[src/rtl/sb_rdi_pkg.sv]
// Shared opcodes, message codes, FSM state type and header helpers for the sideband RDI encoder.
package sb_rdi_pkg;

    localparam logic [4:0] OPC_MSG_NODATA = 5'b10010;
    localparam logic [4:0] OPC_MSG_DATA   = 5'b11011;

    localparam logic [7:0] MSG_REQ = 8'h01;
    localparam logic [7:0] MSG_RSP = 8'h02;

    typedef enum logic [1:0] {
        ST_IDLE,
        ST_SEND_HDR,
        ST_SEND_DATA,
        ST_DONE
    } state_e;

    function automatic logic [7:0] subcode_of(input logic [3:0] msg_no);
        logic [7:0] sc;
        case (msg_no)
            4'd1:    sc = 8'h01;
            4'd2:    sc = 8'h04;
            4'd3:    sc = 8'h08;
            4'd4:    sc = 8'h09;
            4'd5:    sc = 8'h0A;
            4'd6:    sc = 8'h0B;
            4'd7:    sc = 8'h0C;
            4'd8:    sc = 8'h01;
            4'd9:    sc = 8'h02;
            4'd10:   sc = 8'h04;
            4'd11:   sc = 8'h08;
            4'd12:   sc = 8'h09;
            4'd13:   sc = 8'h0A;
            4'd14:   sc = 8'h0B;
            4'd15:   sc = 8'h0C;
            default: sc = 8'h00;
        endcase
        return sc;
    endfunction

    // Control parity: makes bits [62:0] even; dp/cp positions must be zero on entry.
    function automatic logic hdr_parity(input logic [63:0] hdr);
        return ^hdr[61:0];
    endfunction

endpackage

[src/rtl/sb_rdi_cfg_collector.sv]
// Collects 32-bit adapter sideband beats into a one-packet buffer (2 or 4 beats).
// Latency: pkt_ready one cycle after the last beat; buffer held until i_clr.
// Backpressure: single credit; beats arriving while full or on i_clr are dropped with o_ovf.
module sb_rdi_cfg_collector
    import sb_rdi_pkg::*;
(
    input  logic        i_clk,
    input  logic        i_rst_n,
    input  logic [31:0] i_beat,
    input  logic        i_beat_vld,
    input  logic        i_clr,
    output logic        o_pkt_ready,
    output logic        o_has_data,
    output logic        o_ovf,
    output logic [63:0] o_hdr,
    output logic [63:0] o_data
);

    logic [1:0]       cnt_q, cnt_d;
    logic [3:0][31:0] buf_q, buf_d;
    logic             pkt_ready_q, pkt_ready_d;
    logic             has_data_q, has_data_d;
    logic             ovf;

    always_ff @(posedge i_clk or negedge i_rst_n) begin
        if (!i_rst_n) begin
            cnt_q       <= 2'd0;
            buf_q       <= '0;
            pkt_ready_q <= 1'b0;
            has_data_q  <= 1'b0;
        end else begin
            cnt_q       <= cnt_d;
            buf_q       <= buf_d;
            pkt_ready_q <= pkt_ready_d;
            has_data_q  <= has_data_d;
        end
    end

    always_comb begin
        cnt_d       = cnt_q;
        buf_d       = buf_q;
        pkt_ready_d = pkt_ready_q;
        has_data_d  = has_data_q;
        // The credit only returns the cycle after i_clr, so a beat on i_clr is dropped too.
        ovf         = i_beat_vld & (pkt_ready_q | i_clr);
        if (i_clr) begin
            cnt_d       = 2'd0;
            buf_d       = '0;
            pkt_ready_d = 1'b0;
            has_data_d  = 1'b0;
        end else if (i_beat_vld && !ovf) begin
            buf_d[cnt_q] = i_beat;
            if (cnt_q == 2'd0) begin
                has_data_d = (i_beat[4:0] == OPC_MSG_DATA);
            end
            if ((cnt_q == 2'd1 && !has_data_q) || cnt_q == 2'd3) begin
                pkt_ready_d = 1'b1;
                cnt_d       = 2'd0;
            end else begin
                cnt_d = cnt_q + 2'd1;
            end
        end
    end

    assign o_pkt_ready = pkt_ready_q;
    assign o_has_data  = has_data_q;
    assign o_ovf       = ovf;
    assign o_hdr       = {buf_q[1], buf_q[0]};
    assign o_data      = {buf_q[3], buf_q[2]};

endmodule

[src/rtl/sb_rdi_encoder.sv]
// TX sideband encoder: builds RDI headers and forwards adapter packets to the serializer.
// Latency: request seen in IDLE at N -> o_ser_valid at N+1, ack at N+2 with ready held.
// Backpressure: o_ser_valid/o_ser_data held until i_ser_ready; arbitration only at packet edges.
module sb_rdi_encoder
    import sb_rdi_pkg::*;
#(
    parameter logic [2:0] SRCID     = 3'b010,
    parameter logic [2:0] DSTID_RDI = 3'b110,
    parameter int         CFG_W     = 32
) (
    input  logic             i_clk,
    input  logic             i_rst_n,
    input  logic             i_msg_valid,
    input  logic [3:0]       i_msg_no,
    output logic             o_msg_ack,
    output logic             o_msg_err,
    input  logic [CFG_W-1:0] i_lp_cfg,
    input  logic             i_lp_cfg_vld,
    output logic             o_lp_cfg_crd,
    output logic             o_cfg_ovf,
    output logic [63:0]      o_ser_data,
    output logic             o_ser_valid,
    input  logic             i_ser_ready
);

    state_e      state_q, state_d;
    logic        src_cfg_q, src_cfg_d;
    logic        err_q, err_d;
    logic [63:0] hdr_q, hdr_d;

    logic        pkt_ready, has_data, clr;
    logic [63:0] cfg_hdr, cfg_data;

    function automatic logic [63:0] build_rdi_hdr(input logic [3:0] msg_no);
        logic [31:0] p0, p1;
        logic [63:0] h;
        p0 = {SRCID, 7'b0, (msg_no < 4'd8) ? MSG_REQ : MSG_RSP, 9'b0, OPC_MSG_NODATA};
        p1 = {1'b0, 1'b0, 3'b0, DSTID_RDI, 16'b0, subcode_of(msg_no)};
        h  = {p1, p0};
        h[62] = hdr_parity(h);
        return h;
    endfunction

    sb_rdi_cfg_collector u_collector (
        .i_clk       (i_clk),
        .i_rst_n     (i_rst_n),
        .i_beat      (i_lp_cfg),
        .i_beat_vld  (i_lp_cfg_vld),
        .i_clr       (clr),
        .o_pkt_ready (pkt_ready),
        .o_has_data  (has_data),
        .o_ovf       (o_cfg_ovf),
        .o_hdr       (cfg_hdr),
        .o_data      (cfg_data)
    );

    always_ff @(posedge i_clk or negedge i_rst_n) begin
        if (!i_rst_n) begin
            state_q   <= ST_IDLE;
            src_cfg_q <= 1'b0;
            err_q     <= 1'b0;
            hdr_q     <= '0;
        end else begin
            state_q   <= state_d;
            src_cfg_q <= src_cfg_d;
            err_q     <= err_d;
            hdr_q     <= hdr_d;
        end
    end

    always_comb begin
        state_d   = state_q;
        src_cfg_d = src_cfg_q;
        err_d     = err_q;
        hdr_d     = hdr_q;
        case (state_q)
            ST_IDLE: begin
                if (i_msg_valid && i_msg_no != 4'd0) begin
                    hdr_d     = build_rdi_hdr(i_msg_no);
                    src_cfg_d = 1'b0;
                    err_d     = 1'b0;
                    state_d   = ST_SEND_HDR;
                end else if (i_msg_valid) begin
                    src_cfg_d = 1'b0;
                    err_d     = 1'b1;
                    state_d   = ST_DONE;
                end else if (pkt_ready) begin
                    src_cfg_d = 1'b1;
                    err_d     = 1'b0;
                    state_d   = ST_SEND_HDR;
                end
            end
            ST_SEND_HDR: begin
                if (i_ser_ready) begin
                    state_d = (src_cfg_q && has_data) ? ST_SEND_DATA : ST_DONE;
                end
            end
            ST_SEND_DATA: begin
                if (i_ser_ready) begin
                    state_d = ST_DONE;
                end
            end
            ST_DONE:  state_d = ST_IDLE;
            default:  state_d = ST_IDLE;
        endcase
    end

    always_comb begin
        o_ser_valid  = 1'b0;
        o_ser_data   = '0;
        o_msg_ack    = 1'b0;
        o_msg_err    = 1'b0;
        o_lp_cfg_crd = 1'b0;
        clr          = 1'b0;
        case (state_q)
            ST_SEND_HDR: begin
                o_ser_valid = 1'b1;
                o_ser_data  = src_cfg_q ? cfg_hdr : hdr_q;
            end
            ST_SEND_DATA: begin
                o_ser_valid = 1'b1;
                o_ser_data  = cfg_data;
            end
            ST_DONE: begin
                o_msg_ack    = ~src_cfg_q;
                o_msg_err    = ~src_cfg_q & err_q;
                o_lp_cfg_crd = src_cfg_q;
                clr          = src_cfg_q;
            end
            default: ;
        endcase
    end

endmodule

[config.mk]
export PLATFORM = sky130hd
export DESIGN_NAME = sb_rdi_encoder
export DESIGN_NICKNAME = d
export VERILOG_FILES = /design/src/rtl/sb_rdi_pkg.sv /design/src/rtl/sb_rdi_cfg_collector.sv /design/src/rtl/sb_rdi_encoder.sv
export SDC_FILE = /design/constraint.sdc
export NUM_CORES = 1
export LEC_CHECK = 0
export CAP_MARGIN = 10
export CORE_MARGIN = 10
export CORE_UTILIZATION = 58
export DETAILED_ROUTE_END_ITERATION = 12
export GPL_TIMING_DRIVEN = 0
export PLACE_DENSITY = 0.86
export SETUP_SLACK_MARGIN = 0.1
export SLEW_MARGIN = 0
export SYNTH_ARGS = -nofsm -noshare
export SYNTH_HDL_FRONTEND = slang
export SYNTH_HIERARCHICAL = 1
export SYNTH_SLANG_ARGS = --single-unit
[constraint.sdc]
create_clock -name i_clk -period 2.95 [get_ports i_clk]
set_clock_uncertainty 0.2 [all_clocks]
set_input_delay 0.295 -clock i_clk [delete_from_list [all_inputs] [get_ports i_clk]]
set_output_delay 0.295 -clock i_clk [all_outputs]
set_load 0.005 [all_outputs]
=== Word level (Yosys, flattened, before mapping) ===
Memories as Yosys holds them, arrays and structs flattened.
Index checks and enable logic that the tools add are counted.

* Output and inout port bits: 69
* Word-level logic and storage cells: 87
* ROM bits: 64
* Memories kept: 1
* Register bits: 158

* Bitwise logic cells: 4
* Equal/unequal tests: 9
* Multiplexer cells: 36
* Add/subtract/negate cells: 1
* Reduce and logical (&&, ||, !) cells: 22
* Order comparisons: 3

{| class="wikitable"
|+ Memories
! memory !! words !! width !! read ports !! clocked after memory_dff !! write ports !! line !! source
|-
| (name not given) || 16 || 4 || 1 || 0 || 0 || sb_rdi_pkg.sv:19 || <nowiki>case (msg_no)</nowiki>
|}

{| class="wikitable"
|+ Operators with widths
! cell !! count
|-
| 2-to-1 mux 128 bit || 2
|-
| bitwise mux 128 bit || 1
|-
| one-hot mux 64 bit (2 select lines) || 1
|-
| demux 32 bit (select 2 bit) || 1
|-
| 2-to-1 mux 64 bit || 1
|-
| parity 62 bit || 1
|-
| 2-to-1 mux 32 bit || 1
|-
| 2-to-1 mux 2 bit || 9
|-
| 2-to-1 mux 1 bit || 17
|-
| 2-to-1 mux 8 bit || 2
|-
| one-hot mux 2 bit (4 select lines) || 1
|-
| AND reduction 2 bit || 4
|-
| equality test 2 bit, second input constant || 3
|-
| nonzero test 2 bit || 3
|-
| equality test 5 bit, second input constant || 1
|-
| logical AND 1 bit || 5
|-
| equality test 2 x 1 -> 1 bit, second input constant || 2
|-
| logical NOT 2 bit || 2
|-
| less-than comparator 4 bit, second input constant || 1
|-
| != test 2 bit, second input constant || 2
|-
| != test 4 x 3 -> 1 bit, second input constant || 1
|-
| nonzero test 4 bit || 1
|-
| less-than comparator 2 x 3 -> 1 bit, second input constant || 1
|-
| AND reduction 3 bit || 1
|-
| 9 further kinds || 11
|}

=== Longest topological paths before layout ===
* Depth in word-level cells: 8
* Gate-level depth with buffers: 7
* Gate-level depth less buffers: 6

=== Cells and area by module ===
Netlist, hierarchy kept.

{| class="wikitable"
|+ By module, submodules not included
! module !! seq. area each (um^2) !! cells each !! area each (um^2) !! times used
|-
| sb_rdi_cfg_collector || 3,303.2 || 454 || 5,128.7 || 1
|-
| sb_rdi_encoder || 300.3 || 232 || 1,640.3 || 1
|}

=== Least setup slack after synthesis ===
Ideal clock, no wire load.

* Path type: register to output
* Start point: reg state_q[0]
* End point: out o_ser_data[0]
* Path slack: 1.021 ns
* Stages on the path, launching flop included: 7
* Data required time: 2.455 ns
* Arrival time: 1.434 ns
* Path through: dfrtp_1 inv_1 ha_1 inv_1 clkbuf_1 buf_1 nor2_1

* Word-level cells in the longest chain between the ends: 2
* Elaborated cells on any way between the ends: 3

{| class="wikitable"
|+ RTL lines
! what !! line !! source
|-
| start, declared || sb_rdi_encoder.sv:26 || <nowiki>state_e state_q, state_d;</nowiki>
|-
| start signal, assigned || sb_rdi_encoder.sv:64 || <nowiki>state_q <= state_d;</nowiki>
|-
| equality test 2 bit / equality test 2 x 1 -> 1 bit (equally long branches) || sb_rdi_encoder.sv:115 || <nowiki>case (state_q)</nowiki>
|-
| one-hot mux 64 bit (2 select lines) (*) || sb_rdi_encoder.sv:115 ||
|-
| end, declared || sb_rdi_encoder.sv:21 || <nowiki>output logic [63:0] o_ser_data,</nowiki>
|}

Every way passes the cells marked *; elsewhere a longest branch is shown, timed or not.

=== Final worst setup path ===
* Start point: reg state_q[0]
* End point: out o_ser_data[57]

Same word-level chain as after synthesis.

==> impl_results.md <==
* Cell taking the most area after synthesis: sky130_fd_sc_hd__dfrtp_1
* Crit Path Class: flip-flop to output port
* Data arrival at the endpoint of the critical path at 2.39 ns
* Top cell by count, worst path: sky130_fd_sc_hd__buf_4
* Post-synth net total at 739
* Number of warnings reported in the yosys synthesis log at 6
* Count of maximum capacitance violations at 0
* Maximum fanout along the worst path at 10
* Root buffer cell: sky130_fd_sc_hd__clkbuf_16
* Main area contributors after synthesis: sky130_fd_sc_hd__dfrtp_1 (53%), sky130_fd_sc_hd__a22o_1 (8.3%), sky130_fd_sc_hd__nand2_1 (7.5%)
* Number of antenna violations at the first check in global routing at 0
* Reg2Reg Launch Point: src_cfg_q$_DFFE_PN0P_
* Final Routed Wirelength at 23240 um
* Detailed router's first-iteration violation count at 1163
* Clock period minus worst slack at 2.882 ns
* Number of storage elements in the synthesis netlist at 144
* Cell-internal power at 5.940 mW
* Total overflow reported by the global router at 0
* Power per unit of standard cell area at 1076 mW/mm^2
* Via density per instance at 6.658
* Ant. Diodes at 0
* Sequential area share after synthesis at 0.5323
* Maximum ir drop on the vdd rail at 0.6746 mV
* Number of iterations in the first detailed-routing pass at 7
* Post-Route Hold Slack at 0.008832 ns
* Die Footprint at 0.01639 mm^2
* Most used flip-flop cell after synthesis: sky130_fd_sc_hd__dfrtp_1
* Number of stages on the worst hold path at 3
* Worst Reg2Reg Path Length in Cells at 6
* Initial Utilization at 0.5928
* Die height at 128.0 um
* Residual DRC count at 0
* Critical path startpoint category: flip-flop
* Count of mapped cells out of synthesis at 686
* Count of fill cells added during filler insertion at 705
* Max-Slew Margin vs Limit at 0.5460
* Layout cell share with drive strength beyond 1 at 0.1537
* Wire length of the first global-routing pass at 35620 um
* Hold wc startpoint: i_lp_cfg_vld
* Core footprint at 0.01142 mm^2
* End of the worst register-to-register path: u_collector/o_data[5]$_DFFE_PN0P_
* Number of input and output port buffers inserted at 107
* Remaining number of nets flagged by the antenna check after routing at 0
* CTS H-tree lvls at 4
* DPL Wire Length at 14830 um
* WP data required at 2.46 ns
* End point of the worst hold path: u_collector/o_pkt_ready$_DFFE_PN0P_
* Flop pwr share at 0.328
* Stage delay of the slowest cell on the critical path at 0.56 ns
* Beginning of the critical path: state_q[0]$_DFFE_PN0P_
* Mapped Avg Cell Area at 9.867 um^2
* Kind of cell adding the most delay to the critical path: buffers and inverters
* Peak clock frequency supported by timing at 347.0 MHz
* Count of vias placed by the detailed router at 6498
* Final hold viol count at 0
* Number of synthesized flops with an enable pin at 0
* Period Utilization, post-route at 0.9769
* Area share of the largest cell type after synthesis at 0.5323
* Clock tree from TritonCTS: built
* Via count of the first global-routing pass at 6570
* Transition time at the pin with the least slew margin at 0.6810 ns
* Maximum buffer depth of the clock tree at 2
* Final instance area at 0.009051 mm^2
* WL per Instance at 23.81 um
* CP max-delay cell: sky130_fd_sc_hd__clkdlybuf4s50_1
* Reported leakage power at 4.472 nW
* Post-synthesis instance area at 0.006769 mm^2
* # clock sinks at 144
* Worst reg-to-reg setup slack at 0.84 ns
* Chip Width at 128.0 um
* Maximum number of pins on one net before global-route repair at 97
* Switching fraction of total power at 0.3903
* Number of buffers created by CTS at 17
* Pins Over Slew Limit at 0
* Crit. End Element: output port
* Relative contribution of the clock network to total power at 0.235
* Overall track demand over capacity in global routing at 0.2775
* Relative area change from synthesis to final layout at 33.72%
* Unique cell type count in the Yosys netlist at 41
* Accumulated negative setup slack at 0 ns
* Placed Instance Area at 0.008048 mm^2
* Ordered cell list for the critical path: buf_4, ha_2, buf_4, nand3b_1, buf_4, a21oi_2, clkdlybuf4s50_1
* Status: complete, no violations
* Global placement routability congestion at 0.9475
* Crit path buffers/inverters at 4
* Clock input transition at the sequential cells of the worst setup and hold paths at 0.06 ns
* IO Pins at 110
* Final net count at 873
* Number of endpoints failing setup at the final stage at 0
* Psw at 3.803 mW
* Kind of path behind the tightest hold check: primary input to flip-flop
* RSZ-0062 raised after global routing: yes
* Number of placement rows at 39
* Worst-Skew Late Latency at 0.43 ns
* Async SR Flop Fraction at 1.000
* Part of the total power dissipated in combinational logic at 0.437
## final cells by class
cell class | count | area (um^2) | area share
well taps | 143 | 178.9 | 0.01977
clock inverters | 13 | 185.2 | 0.02046
multi-input cells | 475 | 2880 | 0.3182
flip-flops and latches | 144 | 3603 | 0.3981
repair buffers | 115 | 1225 | 0.1353
inverters | 8 | 30.03 | 0.003318
clock buffers | 19 | 442.9 | 0.04894
plain buffers | 59 | 505.5 | 0.05585
## layer usage
| metal | global-route usage | up-vias | routed length [um] |
|---|---|---|---|
| met4 | 0.1629 | 0 | 1078 |
| met2 | 0.4311 | 539 | 11040 |
| li1 | - | 2688 | - |
| met3 | 0.09429 | 111 | 2791 |
| met1 | 0.3284 | 3160 | 8326 |
| met5 | 0 | - | 0 |
## tightest hold or removal path, stage by stage
cell                      delay [ns]
sky130_fd_sc_hd__buf_4          0.15
sky130_fd_sc_hd__o31ai_1        0.08
sky130_fd_sc_hd__a21oi_1        0.07
## synthesized netlist by cell type, drive strengths merged (3+ instances only)
cell,instances
nand3b,5
inv,8
o21ai,5
mux2,11
a21oi,78
clkbuf,21
nand3,4
and2,3
nor2b,3
ha,12
nor2,69
nor3b,3
buf,38
dfrtp,144
nand2,136
a22o,64
a22oi,64
## power groups by stage
stage	sequential, mW	clock (mW)	combinational (mW)
after floorplan	3.03	0	2.14
after global placement	3.13	0	3.46
after detailed placement	3.17	0	3.59
after CTS	3.15	2.28	3.96
after global routing	3.26	2.37	4.49
final	3.19	2.29	4.26
## timing repair
action / 4_1_cts / 5_1_grt
hold buffers: 2 / 0
gates cloned: 0 / 0
pin swaps: 3 / 0
hold endpoints to repair: 49 / 0
gates resized for setup: 61 / 62
buffers inserted: 3 / 2
endpoints found under the setup margin: 65 / 63
## sequential cells by signal, summed over array words and instances, names as in the netlist
register / cells
err_q: 1
hdr_q: 8
src_cfg_q: 1
state_q: 2
u_collector/cnt_q: 2
u_collector/o_data: 64
u_collector/o_has_data: 1
u_collector/o_hdr: 64
u_collector/o_pkt_ready: 1
## layout by cell type, fill, tap and decap left out, types with 3 or more instances in the layout
cell / instances
sky130_fd_sc_hd__a22oi_1: 61
sky130_fd_sc_hd__clkbuf_16: 17
sky130_fd_sc_hd__clkbuf_1: 8
sky130_fd_sc_hd__clkinv_4: 3
sky130_fd_sc_hd__buf_2: 20
sky130_fd_sc_hd__nor2_1: 63
sky130_fd_sc_hd__nand3b_1: 5
sky130_fd_sc_hd__buf_4: 15
sky130_fd_sc_hd__buf_8: 7
sky130_fd_sc_hd__clkbuf_8: 4
sky130_fd_sc_hd__buf_12: 3
sky130_fd_sc_hd__nand3_1: 4
sky130_fd_sc_hd__a22o_1: 64
sky130_fd_sc_hd__buf_6: 9
sky130_fd_sc_hd__bufinv_16: 4
sky130_fd_sc_hd__ha_1: 10
sky130_fd_sc_hd__nor2_2: 6
sky130_fd_sc_hd__a21oi_1: 73
sky130_fd_sc_hd__clkdlybuf4s50_1: 76
sky130_fd_sc_hd__a22oi_2: 3
sky130_fd_sc_hd__mux2_2: 9
sky130_fd_sc_hd__nand2_1: 136
sky130_fd_sc_hd__dfrtp_1: 144
sky130_fd_sc_hd__dlymetal6s2s_1: 28
sky130_fd_sc_hd__o21ai_0: 4
sky130_fd_sc_hd__a21oi_2: 5
sky130_fd_sc_hd__inv_1: 6
sky130_fd_sc_hd__clkinv_2: 3
## cell families after synthesis
group | Yosys count | synth area share
flops | 144 | 0.5323
mux | 13 | 0.02237
fa+ha+maj | 12 | 0.02218
simple gates | 230 | 0.1442
xor+xnor | 1 | 0.003512
compound gates | 219 | 0.2261
buf+inv | 67 | 0.04935
## metrics by stage
stage               setup WS [ns]  power, mW  utilization  instances
CTS                       0.04368      9.387       0.7781        974
global route            -0.005758      10.13       0.7927        976
finish                    0.06811      9.743       0.7927        976
detailed placement        -0.3053      6.756       0.7048        937
global placement           -4.062      6.584       0.7023        936
floorplan                   1.021      5.171            -        686
## how the worst max path moves through the flow
stage | to | slack (ns) | cells past startpoint
after floorplan | o_ser_data[0] | 1.02 | 6
after global placement | u_collector/o_data[41]$_DFFE_PN0P_ | -4.06 | 1
final | o_ser_data[57] | 0.07 | 7
after detailed placement | o_ser_data[54] | -0.31 | 7
after CTS | o_ser_data[6] | 0.04 | 8
after global routing | o_ser_data[17] | -0.006 | 8
No activity file was read; power rests on OpenSTA's default activity.
